<file path="src/rtl/prog_clock_divider.sv">
// Multi-channel programmable clock divider. Each channel toggles its clk_out every
// div_a+1 enabled cycles; new divisors are staged in a shadow register and go live at a half-period boundary.
module prog_clock_divider #(
    parameter int NUM_CH    = 4,
    parameter int CNT_W     = 27,
    parameter int RESET_DIV = 49999999,
    localparam int LCH_W    = (NUM_CH > 1) ? $clog2(NUM_CH) : 1
) (
    input  logic              clk,
    input  logic              rst_n,
    input  logic              load,
    input  logic [LCH_W-1:0]  load_ch,
    input  logic [CNT_W-1:0]  load_div,
    input  logic [NUM_CH-1:0] ch_en,
    input  logic              sync,
    output logic [NUM_CH-1:0] clk_out,
    output logic [NUM_CH-1:0] tick
);

    localparam logic [CNT_W-1:0] RST_DIV = CNT_W'(RESET_DIV);

    logic [CNT_W-1:0] cnt_q     [NUM_CH];
    logic [CNT_W-1:0] div_a_q   [NUM_CH];
    logic [CNT_W-1:0] div_s_q   [NUM_CH];
    logic [CNT_W-1:0] div_s_nxt [NUM_CH];
    logic             load_ok;

    // Indices beyond the last channel (possible when NUM_CH is not a power of two) are dropped.
    assign load_ok = load && (32'(load_ch) < NUM_CH);

    // The shadow value as it will stand after this edge, so a load and a
    // same-edge transfer into div_a see the new divisor together.
    always_comb begin
        for (int i = 0; i < NUM_CH; i++) begin
            div_s_nxt[i] = div_s_q[i];
            if (load_ok && (load_ch == LCH_W'(i))) begin
                div_s_nxt[i] = load_div;
            end
        end
    end

    always_ff @(posedge clk or negedge rst_n) begin
        if (!rst_n) begin
            for (int i = 0; i < NUM_CH; i++) begin
                div_s_q[i] <= RST_DIV;
            end
        end else begin
            for (int i = 0; i < NUM_CH; i++) begin
                div_s_q[i] <= div_s_nxt[i];
            end
        end
    end

    always_ff @(posedge clk or negedge rst_n) begin
        if (!rst_n) begin
            clk_out <= '0;
            tick    <= '0;
            for (int i = 0; i < NUM_CH; i++) begin
                cnt_q[i]   <= '0;
                div_a_q[i] <= RST_DIV;
            end
        end else begin
            for (int i = 0; i < NUM_CH; i++) begin
                // Disabled or realigned channels park low at count zero; sync wins over a terminal count.
                if (!ch_en[i] || sync) begin
                    cnt_q[i]   <= '0;
                    clk_out[i] <= 1'b0;
                    tick[i]    <= 1'b0;
                    div_a_q[i] <= div_s_nxt[i];
                end else if (cnt_q[i] == div_a_q[i]) begin
                    cnt_q[i]   <= '0;
                    clk_out[i] <= ~clk_out[i];
                    tick[i]    <= 1'b1;
                    div_a_q[i] <= div_s_nxt[i];
                end else begin
                    cnt_q[i]   <= cnt_q[i] + CNT_W'(1);
                    tick[i]    <= 1'b0;
                end
            end
        end
    end

endmodule
</file>
<file path="config.mk">
export PLATFORM = sky130hd
export DESIGN_NAME = prog_clock_divider
export DESIGN_NICKNAME = d
export VERILOG_FILES = /design/src/rtl/prog_clock_divider.sv
export SDC_FILE = /design/constraint.sdc
export NUM_CORES = 1
export LEC_CHECK = 0
export CORE_ASPECT_RATIO = 0.9
export CORE_UTILIZATION = 45
export CTS_BUF_LIST = sky130_fd_sc_hd__clkbuf_2
export DETAILED_ROUTE_END_ITERATION = 6
export MAX_ROUTING_LAYER = met4
export PLACE_DENSITY = 0.58
export SLEW_MARGIN = 15
export SYNTH_ARGS = -nofsm -noshare
export SYNTH_HDL_FRONTEND = slang
export SYNTH_SLANG_ARGS = --single-unit
</file>
<file path="constraint.sdc">
create_clock -name clk -period 3.4 [get_ports clk]
set_input_delay 0.85 -clock clk [delete_from_list [all_inputs] [get_ports clk]]
set_output_delay 0.85 -clock clk [all_outputs]
set_load 0.005 [all_outputs]
</file>
## Word-level counts from Yosys, hierarchy flattened

Cells that the tools add are included.

- Output and inout bits: 8
- Flip-flop bits (word level): 332
- Bits of input ports: 37
- Logic and storage cells: 85

- Reduce and logical (&&, ||, !) cells: 17
- Bitwise gates (word level): 4
- Mux-type cells: 36
- Eq/ne operators: 7
- Add/sub/neg operators: 4

Operator list:

| kind | number |
|---|---|
| 27-bit 2-to-1 mux | 20 |
| 27-bit by 1-bit adder with 27-bit output (second input constant) | 4 |
| 27-bit equality test | 4 |
| 1-bit 2-to-1 mux | 16 |
| 2-bit nonzero test | 4 |
| 2-bit equality test (second input constant) | 2 |
| 1-bit logical AND | 4 |
| 1-bit logical NOT | 4 |
| 1-bit logical OR | 4 |
| 1-bit inverter | 4 |
| 2-bit by 1-bit equality test with 1-bit output (second input constant) | 1 |
| 2-bit logical NOT | 1 |

## Longest topological paths before layout

Gate-level depths: netlist of the first run.

- Depth in word-level cells: 5
- Mapped depth: 8
- Mapped depth without buffers: 6

## Least setup slack after synthesis of the first run

OpenSTA, ideal clock, no wires.

- Path kind: input port to flip-flop
- Start: input load_ch[1]
- End: register div_a_q[78] (netlist bit)
- Buffers on the path: 2
- Data arrival time: 2.246 ns
- Data required time: 3.273 ns
- Slack: 1.026 ns
- Library setup time: 0.127 ns
- Stages: 5
- Cells stage by stage: nand3b_1 -> clkbuf_1 -> buf_1 -> mux2_2 -> mux2_1

RTL lines:

| what | line | text |
|---|---|---|
| start, declared | 12 | `input logic [LCH_W-1:0] load_ch,` |
| end signal, assigned by index | 69 | `div_a_q[i] <= div_s_nxt[i];` |
| end signal, assigned by index | 74 | `div_a_q[i] <= div_s_nxt[i];` |
| end, declared | 23 | `logic [CNT_W-1:0] div_a_q [NUM_CH];` |

## Final worst setup path of the first run

- Start: register cnt_q[84] (netlist bit)
- End: register div_a_q[92] (netlist bit)

- Word-level cells in the longest chain between the ends: 2

Ends and longest elaborated chain:

| what | line | text |
|---|---|---|
| start, declared | 22 | `logic [CNT_W-1:0] cnt_q [NUM_CH];` |
| start signal, assigned by index | 76 | `cnt_q[i] <= cnt_q[i] + CNT_W'(1);` |
| 27-bit equality test | 70 | `end else if (cnt_q[i] == div_a_q[i]) begin` |
| 2-bit nonzero test (no line) | n/a |  |

No other way between the ends.
A chain may end at the register's enable or synchronous reset.

==> metrics.txt, run 1 <==
Final min period 2.76 ns; final cell count without fillers 1752; Setup Buffers After CTS 0; ys async rst share 100%; Residual DRC 0; Yosys reg bits 332; origin of the critical flop-to-flop path cnt_q[84]; pwr dens 541 nW/µm²; outcome completed; max cap viols 0; CTS tree yes; leading area contributor after synthesis dfrtp_1; RR Endpoint div_a_q[92]; Setup TNS 0 ns; min-delay worst type flop to flop; Layout area overhead 11.6%; worst hold slack 0.501 ns; die width 194 µm; total number of clock tree sinks 332; RSZ-0062 raised after global routing no; most common cell in the synthesized netlist mux2_2; # setup viols final 0; worst reg2reg path depth 6; max frequency 0.362 GHz; HP Start div_s_q[70]; Yosys top cell area share 31.6%; Vias/cell 5.09; num rows 62; synth unique cells 34; DPL Wire Length 21.9 mm; largest net degree at the start of global routing 82; post-synthesis sequential area ratio 57.0%; Die ar. 33800 µm²; 1st-iter DRT viols 375; Buffers on Ports 44; Startpoint Class flop; fillers 2938; ANT nets after route 0; CP endpoint kind flop; aggregate global routing overflow 0; WP data required 4.16 ns; Synth Flop Type dfrtp_1; period utilization 81.2%; VDD IR max 0.249 mV; syn_nets 1192; worst slew pin tran 0.967 ns; Reg2Reg Setup Slack 0.64 ns; Detailed Route WL 33.2 mm; vias in the first global route 9469; WS Path Type flop to flop; Mapped Area 14900 µm²; Yosys warnings 0; end of the worst hold path div_s_q[70]; Final #Nets 1304; Clock transition at path regs 0.11 ns; placed instance count 1591; Vert. Die Dim 175 µm; worst hold path cell count 1; Mapped Cells 1151; Bufs on Longest Clock Path 3; Hold Vio Cnt, Final 0; Slew Limit Fails 0; DR vias 8917; H-tree lvl count 3; slew margin rel. 35.0%; largest fanout on the critical path 42; Post-synth EDFFs 0; Syn Area/Cell 12.9 µm²; fin util 51.5%; share of post-route cells with drive strength above 1 39.2%; Avg WL per Cell 19.0 µm; initial antenna violation count 4; Starting Density 46.2%; Core Area 32300 µm²; Root Buffer clkbuf_2; GPL Wtd Cong 0.797; cts bufs inserted 85; total global-route track usage 21.3%; I/O pins 45; Power Total 0.00899 W; DR pass1 iterations 5; Static Leak 7.11 nW; Synth top cells by count 212 x mux2_2, 188 x dfrtp_1, 152 x xor2_1; Crit path arrival time 3.52 ns; clk_skew 0.0529 ns; clk_lat worst skew 0.90 ns; top cells by area, synth dfrtp_1 32%, dfstp_2 25%, mux2_2 16%, xor2_1 8.9%, xnor2_1 3.3%; global-route wire length before repair 53.5 mm
worst max path at each step:
stage / from / to / slack, ns / cells after the start
global route: div_a_q[82] / div_a_q[97] / 0.48 / 6
CTS: clk_out[2] / clk_out[2] / 0.56 / 1
detailed placement: sync / div_a_q[89] / 0.46 / 5
floorplan: load_ch[1] / div_a_q[78] / 1.03 / 5
finish: cnt_q[84] / div_a_q[92] / 0.64 / 6
global placement: sync / div_a_q[92] / 0.51 / 5
worst max-delay path, stage by stage (launching register included):
cell     delay (ns)
dfrtp_1        0.48
xor2_1         0.19
nor4_1         0.38
nand4_1        0.24
o31ai_4        0.67
buf_12         0.31
mux2_2         0.36
report_power, final:
part | total (W) | switching [W] | internal [W]
Clock | 0.00281 | 0.00164 | 0.00117
Sequential | 0.00502 | 0.000284 | 0.00473
Combinational | 0.00116 | 0.000544 | 0.000619
repair_timing:
action	4_1_cts	5_1_grt
gates resized for setup	0	0
hold buffers	1	0
hold endpoints to repair	40	0
cell type report:
type	instances	area [µm²]	area share (%)
clock inverter	23	140	0.843
inverter	10	37.5	0.226
clock buffer	132	661	3.97
antenna	5	12.5	0.0752
sequential	332	8490	51.0
tap	416	520	3.13
multi-input combinational	769	6100	36.7
timing repair buffer	65	668	4.02
metal layers:
layer,up-vias,GRT usage (%),part of all wire (%)
li1,4234,-,-
met3,44,4.27,5.2
met2,172,30.6,44
met1,4467,30.3,49
met4,0,7.04,1.6
met5,-,-,0
sequential cells by signal, summed over array words and instances (netlist names):
name and count:
tick 4, cnt_q 108, clk_out 4, div_s_q 108, div_a_q 108
stage by stage:
stage	area, µm²	setup WS (ns)
floorplan	14900	1.03
global placement	15800	0.506
detailed placement	15800	0.459
CTS	16600	0.561
global route	16600	0.475
finish	16600	0.640
cell families (layout without fill, tap and decap cells):
| logic type | after synthesis | in the layout | synth area share, % |
|---|---|---|---|
| adders and majority gates | 4 | 4 | 0.336 |
| muxes | 220 | 220 | 16.6 |
| AOI/OAI and AO/OA | 4 | 4 | 0.571 |
| DFF | 332 | 332 | 57.0 |
| other | 0 | 5 | 0 |
| and+or+nand+nor | 333 | 333 | 11.2 |
| buffers and inverters | 50 | 230 | 2.10 |
| xor gates and xnor gates | 208 | 208 | 12.2 |
cells in the final DEF (no fill, tap or decap), types with 18 or more instances in the layout:
cell type          n
clkbuf_2         132
clkdlybuf4s50_1   43
clkinv_1          18
dfrtp_1          188
dfstp_2          144
mux2_2           212
nand2_1           39
nand3_1           40
nand4_1           31
nor2_1           123
nor4_1            28
xnor2_1           56
xor2_1           152
Note: power is estimated with default switching activity, not from simulation.
==> run 2, diff against run 1 <==
--- a/config.mk
+++ b/config.mk
@@ -10,7 +10,7 @@
 export CTS_BUF_LIST = sky130_fd_sc_hd__clkbuf_2
 export DETAILED_ROUTE_END_ITERATION = 6
 export MAX_ROUTING_LAYER = met4
-export PLACE_DENSITY = 0.58
+export PLACE_DENSITY = 0.61
 export SLEW_MARGIN = 15
 export SYNTH_ARGS = -nofsm -noshare
 export SYNTH_HDL_FRONTEND = slang
==> constraint.sdc (replaced) <==
create_clock -name clk -period 2.4 [get_ports clk]
set_input_delay 0.6 -clock clk [delete_from_list [all_inputs] [get_ports clk]]
set_output_delay 0.6 -clock clk [all_outputs]
set_load 0.005 [all_outputs]
==> run 2 against run 1 <==
Sequential power grew 42%. Maximum frequency grew 17%. Via count grew 1.5%. Non-clock buffer count grew 39.
==> metrics.txt, run 2 (synthesis gave the netlist of run 1 again) <==
WS Path Type flop to flop (unchanged); global-route wire length before repair 52.6 mm (was 53.5 mm); largest net degree at the start of global routing 74 (was 82); fillers 2893 (was 2938); cts bufs inserted 85 (unchanged); period utilization 98.5% (was 81.2%); Design Area, Final 17000 µm² (was 16600 µm²); GPL Wtd Cong 0.822 (was 0.797); DR vias 9055 (was 8917); clk_lat worst skew 0.91 ns (was 0.90 ns); clock share of power 29.9% (was 31.2%); worst reg2reg path depth 7 (was 6); total number of clock tree sinks 332 (unchanged); Static Leak 7.41 nW (was 7.11 nW); area of the multi-input gates 6120 µm² (was 6100 µm²); WP buf/inv 2 (was 1); RR Endpoint div_a_q[105] (was div_a_q[92]); Crit path depth 7 (was 6); clk_skew 0.0910 ns (was 0.0529 ns); max cap viols 0 (unchanged); I/O pins 45 (unchanged); Hold Vio Cnt, Final 0 (unchanged); Avg WL per Cell 18.6 µm (was 19.0 µm); WP data required 3.14 ns (was 4.16 ns); num rows 62 (unchanged); CTS tree yes (unchanged); largest registers cnt_q x108, div_a_q x108, div_s_q x108 (unchanged); pwr dens 740 nW/µm² (was 541 nW/µm²); max incr delay on CP 0.46 ns (was 0.67 ns); Vias/cell 5.08 (was 5.09); DPL Wire Length 22.1 mm (was 21.9 mm); 1st-iter DRT viols 363 (was 375); slowest CP cell dfrtp_1 (was o31ai_4); Slew Limit Fails 0 (unchanged); internal power 0.00915 W (was 0.00653 W); Layout area overhead 14.1% (was 11.6%); ANT nets after route 0 (unchanged); Final min period 2.36 ns (was 2.76 ns); critical path cell sequence xor2_1 > nor4_1 > buf_4 > nand4_1 > o31ai_4 > buf_6 > mux2_2 (was xor2_1 > nor4_1 > nand4_1 > o31ai_4 > buf_12 > mux2_2); Vert. Die Dim 175 µm (unchanged); Crit path arrival time 3.10 ns (was 3.52 ns); Root Buffer clkbuf_2 (unchanged); Top delay family on crit path simple AND/OR/NAND/NOR gates (was compound AO/OA/AOI/OAI gates); register area 8490 µm² (unchanged); share of post-route cells with drive strength above 1 41.8% (was 39.2%); Reg2Reg Setup Slack 0.04 ns (was 0.64 ns); DR pass1 iterations 4 (was 5); Residual DRC 0 (unchanged); vias in the first global route 9238 (was 9469); Buffers on Ports 44 (unchanged); worst slew pin tran 0.533 ns (was 0.967 ns); Starting Density 46.2% (unchanged); min-delay worst type input port to asynchronous set/reset pin (was flop to flop); Startpoint Class flop (unchanged); aggregate global routing overflow 0 (unchanged); origin of the critical flop-to-flop path cnt_q[82] (was cnt_q[84]); Logic pwr share 13.6% (was 12.9%); largest fanout on the critical path 12 (was 42); Reg power frac 56.5% (was 55.8%); total global-route track usage 21.0% (was 21.3%); switching pwr 0.00344 W (was 0.00246 W); slew margin rel. 64.4% (was 35.0%); placed instance count 1622 (was 1591); Core Area 32300 µm² (unchanged); Detailed Route WL 33.2 mm (about the same); DP Area 16100 µm² (was 15800 µm²); Clock transition at path regs 0.12 ns (was 0.11 ns); initial antenna violation count 9 (was 4); Switching Share 27.3% (was 27.4%); # setup viols final 0 (unchanged); max frequency 0.423 GHz (was 0.362 GHz); final cell count without fillers 1783 (was 1752); H-tree lvl count 3 (unchanged); Final #Nets 1343 (was 1304); Die ar. 33800 µm² (unchanged); Bufs on Longest Clock Path 3 (unchanged); commonest non-fill, non-tap cell in the layout mux2_2 (unchanged); outcome completed (unchanged); VDD IR max 0.390 mV (was 0.249 mV); CP endpoint kind flop (unchanged); die width 194 µm (unchanged); most frequent cells in the layout 212 x mux2_2, 188 x dfrtp_1, 152 x xor2_1 (unchanged); Power Total 0.0126 W (was 0.00899 W)
[run 2: cell types whose count changed in the layout (fill, tap and decap cells not counted), moves of 3 or more]
| cell | previous run | this run |
|---|---|---|
| diode_2 | 5 | 1 |
| clkbuf_2 | 132 | 142 |
| dlygate4sd2_1 | 0 | 3 |
| buf_12 | 5 | 12 |
| clkdlybuf4s50_1 | 43 | 38 |
| buf_4 | 15 | 43 |
| clkinv_1 | 18 | 6 |
[run 2: worst max-delay path by stage]
| stage | start | slack, ns | to |
|---|---|---|---|
| after global placement | ch_en[2] | -0.09 | div_a_q[52] |
| after detailed placement | ch_en[2] | -0.09 | div_a_q[37] |
| after global routing | div_a_q[27] | -0.006 | div_a_q[45] |
| final | cnt_q[82] | 0.04 | div_a_q[105] |
| after floorplan | load_ch[1] | 0.28 | div_a_q[78] |
| after CTS | clk_out[1] | 0.0009 | clk_out[1] |
[run 2: final cells by class]
type	instances	share of cell area [%]
tap	416	3.06
inverter	10	0.221
clock inverter	9	0.213
sequential	332	49.9
clock buffer	142	4.18
multi-input combinational	769	36.0
antenna	1	0.0147
timing repair buffer	104	6.42
[run 2: timing repair]
item                                    in CTS  in global routing
resized for setup                            3                  6
hold endpoints to repair                   192                  0
pin swaps                                    0                  1
hold buffers                                 1                  0
cloned                                       0                  2
endpoints found under the setup margin       4                 43
buffers inserted                             3                  3
[run 2: layer usage]
layer	up-vias	global-route usage [%]	share of wire, %
met5	-	-	0
met4	0	5.95	1.6
met3	49	4.27	5.7
met2	163	30.6	45
met1	4535	29.8	48
li1	4308	-	-
[run 2: power by group through the flow]
| stage | Sequential (W) | Combinational, W | Clock, W |
|---|---|---|---|
| after global placement | 0.00722 | 0.00166 | 0 |
| final | 0.00712 | 0.00171 | 0.00377 |
| after floorplan | 0.00706 | 0.00119 | 0 |
| after CTS | 0.00714 | 0.00171 | 0.00394 |
| after detailed placement | 0.00724 | 0.00170 | 0 |
| after global routing | 0.00722 | 0.00189 | 0.00422 |
[run 2: through the flow]
step	util, %	setup WS, ns	hold slack (ns)	TNS [ns]
6_report	52.7	0.0367	0.145	0
5_1_grt	52.7	-0.00581	0.0952	-0.00855
4_1_cts	52.4	0.000853	0.0803	0
3_5_place_dp	50.0	-0.0864	0.480	-1.95
3_3_place_gp	50.0	-0.0876	0.475	-2.02
2_1_floorplan	-	0.276	0.304	0
